## src/rtl/dmem_arbiter.sv

```systemverilog
// -----------------------------------------------------------------------------
// dmem_arbiter
//
// Shares the single-port DataMemory between the CPU MEM stage and a DMA
// requester (e.g. a UART receive engine). The CPU wins by default. A 4-bit
// starvation counter forces one DMA slot after STARVE_LIMIT denied cycles and
// raises o_cpu_stall for exactly that cycle so the hazard unit freezes the
// pipeline. Every DMA grant is followed by an ARB_ACK cycle that belongs to
// the CPU, so a stall can never last two consecutive cycles.
//
// Parameters
//   ADDR_W        word address width (DataMemory index width)
//   DATA_W        data width
//   STARVE_LIMIT  denied DMA cycles before a forced grant, 1..15
//
// Ports
//   clk, reset                 clock, asynchronous active-low reset
//   i_cpu_read/i_cpu_write     MEM-stage load/store strobes
//   i_cpu_address/_write_data  CPU word address and store data
//   o_cpu_read_data            CPU load data (combinational pass-through)
//   o_cpu_stall                CPU access blocked this cycle
//   i_dma_req/_we/_address/_write_data   DMA request (level, held to ack)
//   o_dma_ack                  registered one-cycle completion pulse
//   o_dma_read_data            registered DMA read data, held to next read
//   o_mem_*                    DataMemory port (address, data, write, read)
//   i_mem_read_data            DataMemory combinational read data
//
// Build option
//   DMEM_ARB_STATS_EN  adds o_stall_count[15:0], a saturating count of
//                      cycles with o_cpu_stall=1.
// -----------------------------------------------------------------------------
module dmem_arbiter #(
  parameter int ADDR_W       = 9,
  parameter int DATA_W       = 32,
  parameter int STARVE_LIMIT = 4
) (
  input  logic              clk,
  input  logic              reset,

  input  logic              i_cpu_read,
  input  logic              i_cpu_write,
  input  logic [ADDR_W-1:0] i_cpu_address,
  input  logic [DATA_W-1:0] i_cpu_write_data,
  output logic [DATA_W-1:0] o_cpu_read_data,
  output logic              o_cpu_stall,

  input  logic              i_dma_req,
  input  logic              i_dma_we,
  input  logic [ADDR_W-1:0] i_dma_address,
  input  logic [DATA_W-1:0] i_dma_write_data,
  output logic              o_dma_ack,
  output logic [DATA_W-1:0] o_dma_read_data,

  output logic [ADDR_W-1:0] o_mem_address,
  output logic [DATA_W-1:0] o_mem_write_data,
  output logic              o_mem_write,
  output logic              o_mem_read,
  input  logic [DATA_W-1:0] i_mem_read_data
`ifdef DMEM_ARB_STATS_EN
  ,
  output logic [15:0]       o_stall_count
`endif
);

  typedef enum logic {
    ARB_IDLE = 1'b0,
    ARB_ACK  = 1'b1
  } arb_state_t;

  localparam logic [3:0] LIMIT = 4'(STARVE_LIMIT);

  arb_state_t  state_q, state_d;
  logic [3:0]  starve_cnt;
  logic        cpu_acc;
  logic        dma_pend;
  logic        force_grant;
  logic        dma_grant;

  assign cpu_acc     = i_cpu_read | i_cpu_write;
  assign dma_pend    = i_dma_req & (state_q == ARB_IDLE);
  assign force_grant = dma_pend & cpu_acc & (starve_cnt >= LIMIT);
  assign dma_grant   = dma_pend & (~cpu_acc | force_grant);

  // ---------------------------------------------------------------------------
  // FSM: state register
  // ---------------------------------------------------------------------------
  // NOTE: sequential state uses non-blocking (<=) so every flop samples the
  // pre-edge values; blocking here would create order-dependent simulation.
  always_ff @(posedge clk or negedge reset) begin
    if (!reset) state_q <= ARB_IDLE;
    else        state_q <= state_d;
  end

  // ---------------------------------------------------------------------------
  // FSM: next-state logic
  // ---------------------------------------------------------------------------
  // NOTE: the default assignment at the top of each always_comb guarantees
  // every path drives the signal, so no latch is inferred.
  always_comb begin
    state_d = state_q;
    unique case (state_q)
      ARB_IDLE: if (dma_grant) state_d = ARB_ACK;
      ARB_ACK:  state_d = ARB_IDLE;
      default:  state_d = ARB_IDLE;
    endcase
  end

  // ---------------------------------------------------------------------------
  // FSM: outputs (memory port mux and CPU stall)
  // ---------------------------------------------------------------------------
  // On a forced grant the CPU sees DMA read data on o_cpu_read_data, but the
  // stall bubbles MEM/WB so that value is never written back.
  always_comb begin
    o_mem_address    = i_cpu_address;
    o_mem_write_data = i_cpu_write_data;
    o_mem_write      = i_cpu_write;
    o_mem_read       = i_cpu_read & ~i_cpu_write;  // a store wins over a load
    if (dma_grant) begin
      o_mem_address    = i_dma_address;
      o_mem_write_data = i_dma_write_data;
      o_mem_write      = i_dma_we;
      o_mem_read       = ~i_dma_we;
    end
    o_cpu_stall = force_grant;
  end

  assign o_cpu_read_data = i_mem_read_data;

  // ---------------------------------------------------------------------------
  // DMA completion: ack is high only in the cycle after a grant, which is the
  // ARB_ACK cycle; read data is captured only on DMA reads and otherwise held.
  // ---------------------------------------------------------------------------
  always_ff @(posedge clk or negedge reset) begin
    if (!reset) begin
      o_dma_ack       <= 1'b0;
      o_dma_read_data <= '0;
    end else begin
      o_dma_ack <= dma_grant;
      if (dma_grant && !i_dma_we) o_dma_read_data <= i_mem_read_data;
    end
  end

  // ---------------------------------------------------------------------------
  // Starvation counter: counts contended cycles of a pending request, clears on
  // grant or when the requester withdraws. Saturates so a long stall of the
  // CPU path cannot wrap it back below the limit.
  // ---------------------------------------------------------------------------
  always_ff @(posedge clk or negedge reset) begin
    if (!reset) begin
      starve_cnt <= '0;
    end else if (state_q == ARB_IDLE) begin
      if (dma_grant)                  starve_cnt <= '0;
      else if (dma_pend && cpu_acc) begin
        if (starve_cnt != 4'hF)       starve_cnt <= starve_cnt + 4'd1;
      end
      else if (!i_dma_req)            starve_cnt <= '0;
    end
  end

`ifdef DMEM_ARB_STATS_EN
  // Saturating count of stalled CPU cycles, read back by PeripheralControl.
  always_ff @(posedge clk or negedge reset) begin
    if (!reset)                                    o_stall_count <= '0;
    else if (force_grant && o_stall_count != 16'hFFFF) o_stall_count <= o_stall_count + 16'd1;
  end
`endif

endmodule

```

## config.mk

```make
export PLATFORM = sky130hd
export DESIGN_NAME = dmem_arbiter
export DESIGN_NICKNAME = d
export VERILOG_FILES = /design/src/rtl/dmem_arbiter.sv
export SDC_FILE = /design/constraint.sdc
export NUM_CORES = 1
export LEC_CHECK = 0
export BUFFER_PORTS_ARGS = -buffer_cell sky130_fd_sc_hd__buf_4
export CAP_MARGIN = 15
export CORE_MARGIN = 2
export CORE_UTILIZATION = 30
export DETAILED_ROUTE_END_ITERATION = 7
export HOLD_SLACK_MARGIN = 0.08
export PLACE_DENSITY_LB_ADDON = 0.12
export SYNTH_ARGS = -nofsm -noshare
export SYNTH_HDL_FRONTEND = slang
export SYNTH_SLANG_ARGS = --single-unit
```

## constraint.sdc

```tcl
create_clock -name clk -period 2.1 [get_ports clk]
set_input_delay 0.42 -clock clk [delete_from_list [all_inputs] [get_ports clk]]
set_output_delay 0.42 -clock clk [all_outputs]
set_load 0.01 [all_outputs]
```

Yosys cells after proc, flatten, opt, wreduce, memory -nomap -nowiden
Cells that the tools add are included.

$add $sub $neg: 1. Order comparisons: 1. Eq/ne operators: 3. Multiplexer cells: 10. Bitwise gates (word level): 11. Reduce and logical (&&, ||, !) cells: 4.

Operators by type and width (number): 2-to-1 mux 32 bit (1); 2-to-1 mux 4 bit (4); 2-to-1 mux 9 bit (1); AND 1 bit (5); adder 4 x 1 -> 4 bit (second input constant) (1); greater-or-equal comparator 4 x 3 -> 1 bit (second input constant) (1); != test 4 bit (second input constant) (1); inverter 1 bit (4); 2-to-1 mux 1 bit (3); != test 3 x 1 -> 1 bit (second input constant) (1); != test 3 x 2 -> 1 bit (second input constant) (1); AND reduction 3 bit (1); logical AND 1 bit (2); bitwise OR 1 bit (2); case mux 1 bit (2 select lines) (1); zero test 1 bit (1).

Register bits after elaboration: 38. Bits of input ports: 120. Output and inout port bits: 109. Logic and storage cells: 34.

Logic depth before layout (Yosys ltp)
Gate-level depths: netlist (run 1).

Depth in word-level cells: 8. Depth in mapped cells: 6. Gate-level depth less buffers: 4.

Worst setup path before layout (run 1)
OpenSTA, ideal clock, no wires.

Path type: flip-flop to output port. Start: register starve_cnt[3]. End: output port o_mem_write_data[0]. Arrival: 1.514 ns. Required time: 1.680 ns. Slack: 0.166 ns. Stages on the path, launching flop included: 6. Cells stage by stage: dfrtp_1 > or2_0 > buf_2 > o21ai_4 > buf_4 > mux2_2.

Cells in the longest elaborated chain, start to end: 5.

Ends and longest elaborated chain: start: declaration (RTL line 73) `logic [3:0] starve_cnt;`; start signal: assignment (RTL line 154) `if (starve_cnt != 4'hF) starve_cnt <= starve_cnt + 4'd1;`; greater-or-equal comparator 4 x 3 -> 1 bit (RTL line 81) `assign force_grant = dma_pend & cpu_acc & (starve_cnt >= LIMIT);`; AND 1 bit (RTL line 81); bitwise OR 1 bit (RTL line 82) `assign dma_grant = dma_pend & (~cpu_acc | force_grant);`; AND 1 bit (RTL line 82); 2-to-1 mux 32 bit (RTL line 118) `if (dma_grant) begin`; end: declaration (RTL line 55) `output logic [DATA_W-1:0] o_mem_write_data,`.

No other way between the ends.

Worst setup path after layout (run 1)
Start: register starve_cnt[3]. End: output port o_mem_write_data[30].

Same word-level chain as after synthesis.

==> results.json, run 1 <==
{
  "syn_area_per_cell_um2": 13.1,
  "p_comb_share_pct": 42.4,
  "setup-violations-final": 42,
  "htreeDepth": 2,
  "seqPwrFrac_pct": 37.6,
  "drc": 0,
  "first_pass_iters": 3,
  "io_buffers": 228,
  "worstHoldPathType": "in2async",
  "clkTransAtPathRegs_ns": 0.07,
  "drive_gt1_share_pct": 85.5,
  "avgViaCountPerCell": 4.36,
  "first_global_vias": 2071,
  "die_area_um2": 8150,
  "dp_worst_setup_slack_ns": 0.0926,
  "cts_inserted_buffers": 5,
  "period_share_pct": 109,
  "synth_warnings": 0,
  "worst-setup-path-type": "reg2out",
  "worstMarginPinSlew_ns": 0.478,
  "timing.fmax_mhz": 439,
  "arrival_ns": 1.86,
  "finalHoldViolCount": 0,
  "fin_nets": 499,
  "slew_viol_final": 0,
  "syn2layout_area_growth_pct": 91.4,
  "synth.ff_latch_count": 38,
  "fin_cells": 478,
  "clockPowerShare_pct": 20.0,
  "violations": "setup timing",
  "core-area_um2": 7210,
  "fp-row-count": 31,
  "fin_skew_ns": 0.00625,
  "end_kind": "output port",
  "synth_area_um2": 2230,
  "layout_commonest_cell": "buf_4",
  "final.setup.worst_slack_ns": -0.180,
  "crit_slowest_cell": "dfrtp_1",
  "grt_start_max_net_pins": 39,
  "relSlewSlack_pct": 68.1,
  "dp_hpwl_um": 5390,
  "placedCellCount": 463,
  "switching_power_uw": 725,
  "drt_iter0_drc": 23,
  "startpoint_type": "register",
  "wl_per_cell_um": 15.1,
  "num_vias": 2086,
  "die_w_um": 90.3,
  "cts.sinks": 38,
  "critical-path-max-stage-delay_ns": 0.37,
  "die_h_um": 90.3,
  "ys_seq_area_share_pct": 42.6,
  "start_util_pct": 30.9,
  "diodes": 0,
  "gp_congestion": 0.822,
  "required_ns": 1.68,
  "swShare_pct": 28.1,
  "power_mw": 2.58,
  "cpLargestDelayFamily": "buffers and inverters",
  "power_density_nw_per_um2": 603,
  "cts_tree": "yes",
  "path_buf_inv": 3,
  "layout_common_cells": "203 x buf_4, 42 x mux2_2, 38 x dfrtp_1, 33 x buf_6, 29 x mux2_4",
  "track_usage_pct": 15.6,
  "ios": 229,
  "grt_pass1_wl_um": 10300,
  "drv_cap": 0,
  "leakagePower_nw": 2.30,
  "ant_nets": 0,
  "ctsHoldBuffers": 0,
  "antenna_found_initial": 0,
  "crit_path_cell_trace": "or2_4 -> o21ai_4 -> buf_6 -> clkbuf_16 -> mux2_2 -> buf_4",
  "grt_overflow": 0,
  "fin_worst_hold_slack_ns": 0.0900,
  "peakVddDrop_uv": 235,
  "synth_cell_types": 19,
  "synth_fp_nets": 291,
  "outcome": "finished, violations left",
  "cts_buffer_depth": 2,
  "setup_tns_ns": -5.52,
  "period_needed_ns": 2.28,
  "root_buffer": "clkbuf_8",
  "synthCells": 170,
  "worstSkewPairLatency_ns": 0.28,
  "crit_path_max_fanout": 8,
  "internal_power_mw": 1.85,
  "grt_setup_unrepaired": "yes",
  "routed_wl_um": 7200
}
## metal layers
layer  global-route usage, %  routed length, µm  vias to the layer above
met2                    27.4               3810                      126
met1                    18.0               2620                      975
met5                       0                  0                        -
li1                        -                  -                      979
met4                    5.13                106                        0
met3                    5.01                666                        6
## path summary, 6_finish.rpt
kind	from	endpoint	slack [ns]	cells after the start
max in group asynchronous	reset	o_dma_read_data[25]$_DFFE_PN0P_	1.67	1
hold reg to reg	o_dma_read_data[14]$_DFFE_PN0P_	o_dma_read_data[14]$_DFFE_PN0P_	0.49	1
min in group clk	i_mem_read_data[14]	o_dma_read_data[14]$_DFFE_PN0P_	0.36	2
hold / removal	reset	o_dma_read_data[14]$_DFFE_PN0P_	0.09	1
setup reg to reg	starve_cnt[3]$_DFFE_PN0P_	o_dma_read_data[21]$_DFFE_PN0P_	0.38	5
setup / recovery	starve_cnt[3]$_DFFE_PN0P_	o_mem_write_data[30]	-0.18	6
## state kept, by name, summed over array words and instances, names as in the netlist
| register | count |
|---|---|
| o_dma_read_data | 32 |
| state_q | 1 |
| o_dma_ack | 1 |
| starve_cnt | 4 |
## per-stage QoR
step           util, %  instance area (µm²)
2_1_floorplan        -                 2230
3_3_place_gp      53.1                 3830
3_5_place_dp      53.1                 3830
4_1_cts           55.4                 4000
5_1_grt           59.2                 4270
6_report          59.2                 4270
## power by group through the flow
stage	sequential, mW	combinational (mW)	clock, mW
detailed placement	0.986	1.01	0
global route	0.989	1.16	0.583
CTS	0.971	1.03	0.546
finish	0.969	1.09	0.516
floorplan	1.06	0.346	0
global placement	0.980	1.00	0
## cell usage after synthesis, drive strengths merged
library cell,instances,share of area (%)
nor3,1,0.22
o211ai,1,0.95
buf,40,14
nor3b,1,0.34
nor2,1,0.17
inv,3,0.50
nor2b,1,0.28
a22o,2,0.78
ha,1,0.56
mux2,75,38
nand2b,2,0.56
dfrtp,38,43
or2,1,0.28
and2,1,0.28
o21ai,2,0.95
## area by class of cell
cell class / instances / area [µm²]
clock buffers: 6 / 82.6
fillers: 626 / 2940
well taps: 99 / 124
clock inverters: 2 / 12.5
repair buffers: 241 / 2010
inverters: 3 / 11.3
multi-input cells: 89 / 1080
flip-flops and latches: 38 / 951
## kinds of logic after synthesis
group / synth area share [%]
AOI/OAI and AO/OA: 2.69
muxes: 37.8
DFF: 42.6
and+or+nand+nor: 2.13
buffers and inverters: 14.2
adders and majority gates: 0.560
## what timing repair did
action / CTS / global route
hold endpoints to repair: 0 / 0
setup endpoints to repair: 43 / 43
buffers inserted: 3 / 0
resized for setup: 7 / 60
gates cloned: 2 / 2
pin swaps: 1 / 0
No activity file was read; power rests on OpenSTA's default activity.
==> run 2, diff against run 1 <==
--- a/config.mk
+++ b/config.mk
@@ -5,12 +5,11 @@
 export SDC_FILE = /design/constraint.sdc
 export NUM_CORES = 1
 export LEC_CHECK = 0
-export BUFFER_PORTS_ARGS = -buffer_cell sky130_fd_sc_hd__buf_4
 export CAP_MARGIN = 15
 export CORE_MARGIN = 2
 export CORE_UTILIZATION = 30
 export DETAILED_ROUTE_END_ITERATION = 7
-export HOLD_SLACK_MARGIN = 0.08
+export DONT_BUFFER_PORTS = 1
 export PLACE_DENSITY_LB_ADDON = 0.12
 export SYNTH_ARGS = -nofsm -noshare
 export SYNTH_HDL_FRONTEND = slang
==> run 2 against run 1 <==
The run still ends with setup timing left. Cell count decreased by 48%. Final area decreased by 42%. Combinational power fell by 64%. Clock skew shrank 0.0014 ns. Global-route usage is 3.5 points lower. Routed wire length fell by 28%. Critical path depth down 1. Fmax rose by 5.2%. Clock power grew 19%. Total power is 19% lower. First-iteration DRC count shrank 74%. Largest cell class is now multi-input combinational cells.
==> results.json, run 2 (synthesized netlist as in run 1, its figures left out) <==
{
  "clkTransAtPathRegs_ns": 0.07,
  "largest_reg_flops": 32,
  "largestRegisters": "o_dma_read_data: 32 flops, starve_cnt: 4 flops",
  "relSlewSlack_pct": 64.8,
  "track_usage_pct": 12.1,
  "end_kind": "output port",
  "first_pass_iters": 3,
  "layout_common_cells": "40 x mux2_2, 38 x dfrtp_1, 33 x mux2_4, 6 x clkbuf_8, 5 x buf_4",
  "grt_setup_unrepaired": "yes",
  "min-delay-start": "i_mem_read_data[14]",
  "cts_inserted_buffers": 5,
  "seqPwrFrac_pct": 51.6,
  "diodes": 0,
  "violations": "setup timing",
  "clockPowerShare_pct": 29.4,
  "r2r_cells": 5,
  "drv_cap": 0,
  "fp-row-count": 31,
  "crit_path_max_fanout": 11,
  "syn2layout_area_growth_pct": 11.5,
  "final.setup.worst_slack_ns": -0.0677,
  "finalHoldViolCount": 0,
  "wl_per_cell_um": 20.9,
  "layout_commonest_cell": "mux2_2",
  "slew_viol_final": 0,
  "worstHoldPathType": "in2reg",
  "dp_worst_setup_slack_ns": 0.197,
  "drive_gt1_share_pct": 65.3,
  "cpLargestDelayFamily": "flip-flops",
  "reg2reg_to": "o_dma_read_data[22]$_DFFE_PN0P_",
  "min_to": "o_dma_read_data[14]$_DFFE_PN0P_",
  "reg2reg_from": "starve_cnt[3]$_DFFE_PN0P_",
  "grt_start_max_net_pins": 39,
  "critical-path-max-stage-delay_ns": 0.38,
  "path_buf_inv": 2,
  "period_share_pct": 103,
  "required_ns": 1.68,
  "htreeDepth": 2,
  "fin_cells": 249,
  "swShare_pct": 27.4,
  "worstMarginPinSlew_ns": 0.527,
  "antenna_found_initial": 0,
  "gp_congestion": 0.710,
  "io_buffers": 0,
  "drc": 0,
  "internal_power_mw": 1.52,
  "fin_nets": 271,
  "power_density_nw_per_um2": 839,
  "peakVddDrop_uv": 238,
  "crit_slowest_cell": "dfrtp_1",
  "ios": 229,
  "hold-path-cell-count": 1,
  "start_util_pct": 30.9,
  "crit_path_cell_trace": "or2_4 -> o21ai_4 -> buf_6 -> buf_16 -> mux2_4",
  "p_comb_share_pct": 19.0,
  "max_flop_register": "o_dma_read_data",
  "die_area_um2": 8150,
  "worst-setup-path-type": "reg2out",
  "fin_skew_ns": 0.00483,
  "ant_nets": 0,
  "first_global_vias": 1474,
  "die_w_um": 90.3,
  "r2r_setup_slack_ns": 0.34,
  "timing.fmax_mhz": 461,
  "nFillCells": 710,
  "die_h_um": 90.3,
  "switching_power_uw": 573,
  "placedCellCount": 234,
  "routed_wl_um": 5210,
  "grt_overflow": 0,
  "outcome": "finished, violations left",
  "cts_tree": "yes",
  "drt_iter0_drc": 6,
  "leakagePower_nw": 1.18,
  "worstSkewPairLatency_ns": 0.28,
  "cts_buffer_depth": 2,
  "setup-violations-final": 40,
  "dp_hpwl_um": 3780,
  "core-area_um2": 7210,
  "root_buffer": "clkbuf_8",
  "power_mw": 2.09,
  "period_needed_ns": 2.17,
  "cts.sinks": 38,
  "arrival_ns": 1.75,
  "crit_cells": 5,
  "avgViaCountPerCell": 5.04,
  "post-route-util_pct": 34.5,
  "startpoint_type": "register",
  "num_vias": 1256,
  "grt_pass1_wl_um": 7820
}
==> run 2: cell types whose count changed in the layout (fill, tap and decap cells not counted), moves of 2 or more <==
cell / change
mux2_1: -2
mux2_2: -2
buf_4: -198
clkbuf_16: -2
buf_6: -31
mux2_4: +4
==> run 2: area by class of cell <==
class,count,area [µm²],share of cell area (%)
clock inverters,1,30.0,1.21
well taps,99,124,4.98
flip-flops and latches,38,951,38.2
repair buffers,13,185,7.44
multi-input cells,89,1100,44.4
clock buffers,6,82.6,3.32
inverters,3,11.3,0.452
==> run 2: through the flow <==
stage / hold slack, ns / instance area, µm² / TNS [ns]
2_1_floorplan: 0.124 / 2230 / 0
6_report: 0.279 / 2490 / -1.77
3_3_place_gp: 0.125 / 2110 / 0
4_1_cts: 0.266 / 2500 / -2.62
5_1_grt: 0.262 / 2490 / -5.60
3_5_place_dp: 0.125 / 2110 / 0
==> run 2: what timing repair did <==
item | CTS | global route
buffers inserted | 3 | 2
gates cloned | 3 | 0
pin swaps | 2 | 0
gates resized for setup | 43 | 6
endpoints found under the hold margin | 38 | 0
hold buffers | 2 | 0
setup endpoints to repair | 43 | 43
==> run 2: metal layers <==
layer | up-vias | part of all wire [%] | GRT usage (%)
met5 | - | 0 | 0
met4 | 0 | 1.2 | 5.00
met3 | 8 | 9.7 | 3.67
met2 | 123 | 56 | 23.4
met1 | 611 | 33 | 11.9
li1 | 514 | - | -
==> run 2: how the worst max path moves through the flow <==
stage | from | endpoint | slack (ns)
after floorplan | starve_cnt[3]$_DFFE_PN0P_ | o_mem_write_data[0] | 0.17
final | starve_cnt[3]$_DFFE_PN0P_ | o_mem_write_data[3] | -0.07
after CTS | starve_cnt[3]$_DFFE_PN0P_ | o_mem_write_data[27] | -0.07
after global routing | starve_cnt[3]$_DFFE_PN0P_ | o_mem_write_data[20] | -0.16
after detailed placement | starve_cnt[3]$_DFFE_PN0P_ | o_mem_write_data[27] | 0.20
after global placement | starve_cnt[3]$_DFFE_PN0P_ | o_mem_write_data[27] | 0.23
==> run 2: power by group through the flow <==
| stage | clock network (mW) | registers (mW) | logic (mW) |
|---|---|---|---|
| 2_1_floorplan | 0 | 1.06 | 0.346 |
| 3_3_place_gp | 0 | 1.09 | 0.313 |
| 3_5_place_dp | 0 | 1.10 | 0.321 |
| 4_1_cts | 0.644 | 1.08 | 0.404 |
| 5_1_grt | 0.678 | 1.09 | 0.431 |
| 6_report | 0.615 | 1.08 | 0.396 |
==> run 3, diff against run 2 <==
--- a/config.mk
+++ b/config.mk
@@ -6,9 +6,10 @@
 export NUM_CORES = 1
 export LEC_CHECK = 0
 export CAP_MARGIN = 15
-export CORE_MARGIN = 2
-export CORE_UTILIZATION = 30
+export CORE_AREA = 2 2 90 92
+export CTS_CLUSTER_DIAMETER = 100
 export DETAILED_ROUTE_END_ITERATION = 7
+export DIE_AREA = 0 0 92 94
 export DONT_BUFFER_PORTS = 1
 export PLACE_DENSITY_LB_ADDON = 0.12
 export SYNTH_ARGS = -nofsm -noshare
==> constraint.sdc (replaced) <==
create_clock -name clk -period 2.2 [get_ports clk]
set_input_delay 0.44 -clock clk [delete_from_list [all_inputs] [get_ports clk]]
set_output_delay 0.44 -clock clk [all_outputs]
set_load 0.01 [all_outputs]
==> run 3 against run 2 <==
The flow now finishes without violations. Clock skew hardly changed. Register-to-register slack better by 0.13 ns. Non-clock buffer count is 1 lower. Die area is 6.2% higher. Sequential share of layout area is 0.99 points higher. Cell count is 1.2% higher. First-iteration DRC count grew to 3.0 times the previous value. Sequential power is 5% lower. Total power is 8.9% lower. Critical path depth stayed put. Final area is 2.5% lower. Largest power group unchanged. Highest routed layer unchanged.
==> results.json, run 3 (synthesized netlist as in run 1, its figures left out) <==
{
  "routed_wl_um": 6220,
  "first_pass_iters": 3,
  "cts_inserted_buffers": 5,
  "end_kind": "output port",
  "peakVddDrop_uv": 227,
  "fin_nets": 270,
  "die_h_um": 94,
  "fin_skew_ns": 0.00527,
  "startpoint_type": "register",
  "period_share_pct": 100,
  "slew_viol_final": 0,
  "power_mw": 1.90,
  "relSlewSlack_pct": 67.9,
  "grt_setup_unrepaired": "yes",
  "grt_start_max_net_pins": 39,
  "root_buffer": "clkbuf_8",
  "io_buffers": 0,
  "antenna_found_initial": 0,
  "die_area_um2": 8650,
  "grt_overflow": 0,
  "cpLargestDelayFamily": "flip-flops",
  "drt_iter0_drc": 18,
  "power_density_nw_per_um2": 784,
  "arrival_ns": 1.76,
  "timing.fmax_mhz": 455,
  "dp_hpwl_um": 4950,
  "grt_pass1_wl_um": 8310,
  "placedCellCount": 239,
  "drc": 0,
  "syn2layout_area_growth_pct": 8.69,
  "required_ns": 1.76,
  "worstHoldPathType": "in2reg",
  "num_vias": 1253,
  "final.setup.worst_slack_ns": 0.0000944,
  "drive_gt1_share_pct": 63.3,
  "cts_buffer_depth": 2,
  "nFillCells": 750,
  "largestRegisters": "o_dma_read_data: 32 flops, starve_cnt: 4 flops",
  "first_global_vias": 1349,
  "layout_common_cells": "42 x mux2_2, 38 x dfrtp_1, 31 x mux2_4, 6 x clkbuf_8, 4 x buf_4",
  "start_util_pct": 29.3,
  "gp_congestion": 0.785,
  "dp_worst_setup_slack_ns": 0.240,
  "outcome": "finished clean",
  "worstMarginPinSlew_ns": 0.480,
  "crit_path_max_fanout": 8,
  "diodes": 0,
  "wl_per_cell_um": 24.7,
  "fin_cells": 252,
  "finalHoldViolCount": 0,
  "drv_cap": 0,
  "max_flop_register": "o_dma_read_data",
  "worstSkewPairLatency_ns": 0.28,
  "crit_slowest_cell": "dfrtp_1",
  "setup-violations-final": 0,
  "layout_commonest_cell": "mux2_2",
  "cts_tree": "yes",
  "worst-setup-path-type": "reg2out",
  "crit_path_cell_trace": "or2_4 -> o21ai_4 -> buf_6 -> clkbuf_16 -> mux2_4",
  "multi_input_area_um2": 1090,
  "path_buf_inv": 2,
  "fin_worst_hold_slack_ns": 0.285,
  "avgViaCountPerCell": 4.97,
  "ff_latch_area_um2": 951,
  "fp-row-count": 32,
  "period_needed_ns": 2.20,
  "cts.sinks": 38,
  "largest_reg_flops": 32,
  "htreeDepth": 2,
  "ant_nets": 0,
  "leakagePower_nw": 1.15,
  "core-area_um2": 7610,
  "track_usage_pct": 13.0,
  "die_w_um": 92,
  "clkTransAtPathRegs_ns": 0.08,
  "ios": 229,
  "critical-path-max-stage-delay_ns": 0.39
}
[run 3: metrics by stage]
step	instance area [µm²]	utilization (%)	TNS, ns
6_report	2430	31.9	0
5_1_grt	2430	31.9	-1.22
3_5_place_dp	2130	28.0	0
3_3_place_gp	2130	28.0	0
4_1_cts	2390	31.4	-0.360
2_1_floorplan	2230	-	0
[run 3: cell type report]
| cell class | count | area share (%) |
|---|---|---|
| clock inverters | 1 | 0.206 |
| inverters | 3 | 0.464 |
| well taps | 102 | 5.26 |
| clock buffers | 7 | 3.56 |
| flip-flops and latches | 38 | 39.2 |
| repair buffers | 12 | 6.55 |
| multi-input cells | 89 | 44.8 |
[run 3: worst paths after layout]
kind / endpoint / cells after the start / slack [ns] / startpoint
min reg2reg: starve_cnt[3]$_DFFE_PN0P_ / 1 / 0.51 / starve_cnt[3]$_DFFE_PN0P_
min in group asynchronous: o_dma_ack$_DFF_PN0_ / 2 / 0.61 / reset
max reg2reg: o_dma_read_data[31]$_DFFE_PN0P_ / 5 / 0.47 / starve_cnt[3]$_DFFE_PN0P_
max: o_mem_write_data[31] / 5 / 0.00009 / starve_cnt[3]$_DFFE_PN0P_
max in group asynchronous: o_dma_read_data[0]$_DFFE_PN0P_ / 2 / 1.40 / reset
min: o_dma_read_data[15]$_DFFE_PN0P_ / 1 / 0.28 / i_mem_read_data[15]
[run 3: where the power goes]
group	internal (mW)	total (mW)	switching, mW	leakage [nW]
sequential	0.855	1.03	0.177	0.466
combinational	0.222	0.377	0.155	0.639
clock	0.253	0.493	0.240	0.0482
[run 3: repair_timing]
| action | 4_1_cts | 5_1_grt |
|---|---|---|
| buffers inserted | 2 | 0 |
| endpoints found under the hold margin | 38 | 0 |
| resized for setup | 29 | 11 |
| hold buffers | 2 | 0 |
| pin swaps | 1 | 0 |
| cloned | 1 | 1 |
| setup endpoints to repair | 43 | 31 |
[run 3: metal layers]
metal / wire (µm) / up-vias / global-route usage, %
met4: 73 / 0 / 4.23
met2: 3620 / 113 / 26.0
met3: 565 / 5 / 4.17
met5: 0 / - / 0
li1: - / 515 / -
met1: 1970 / 620 / 12.6
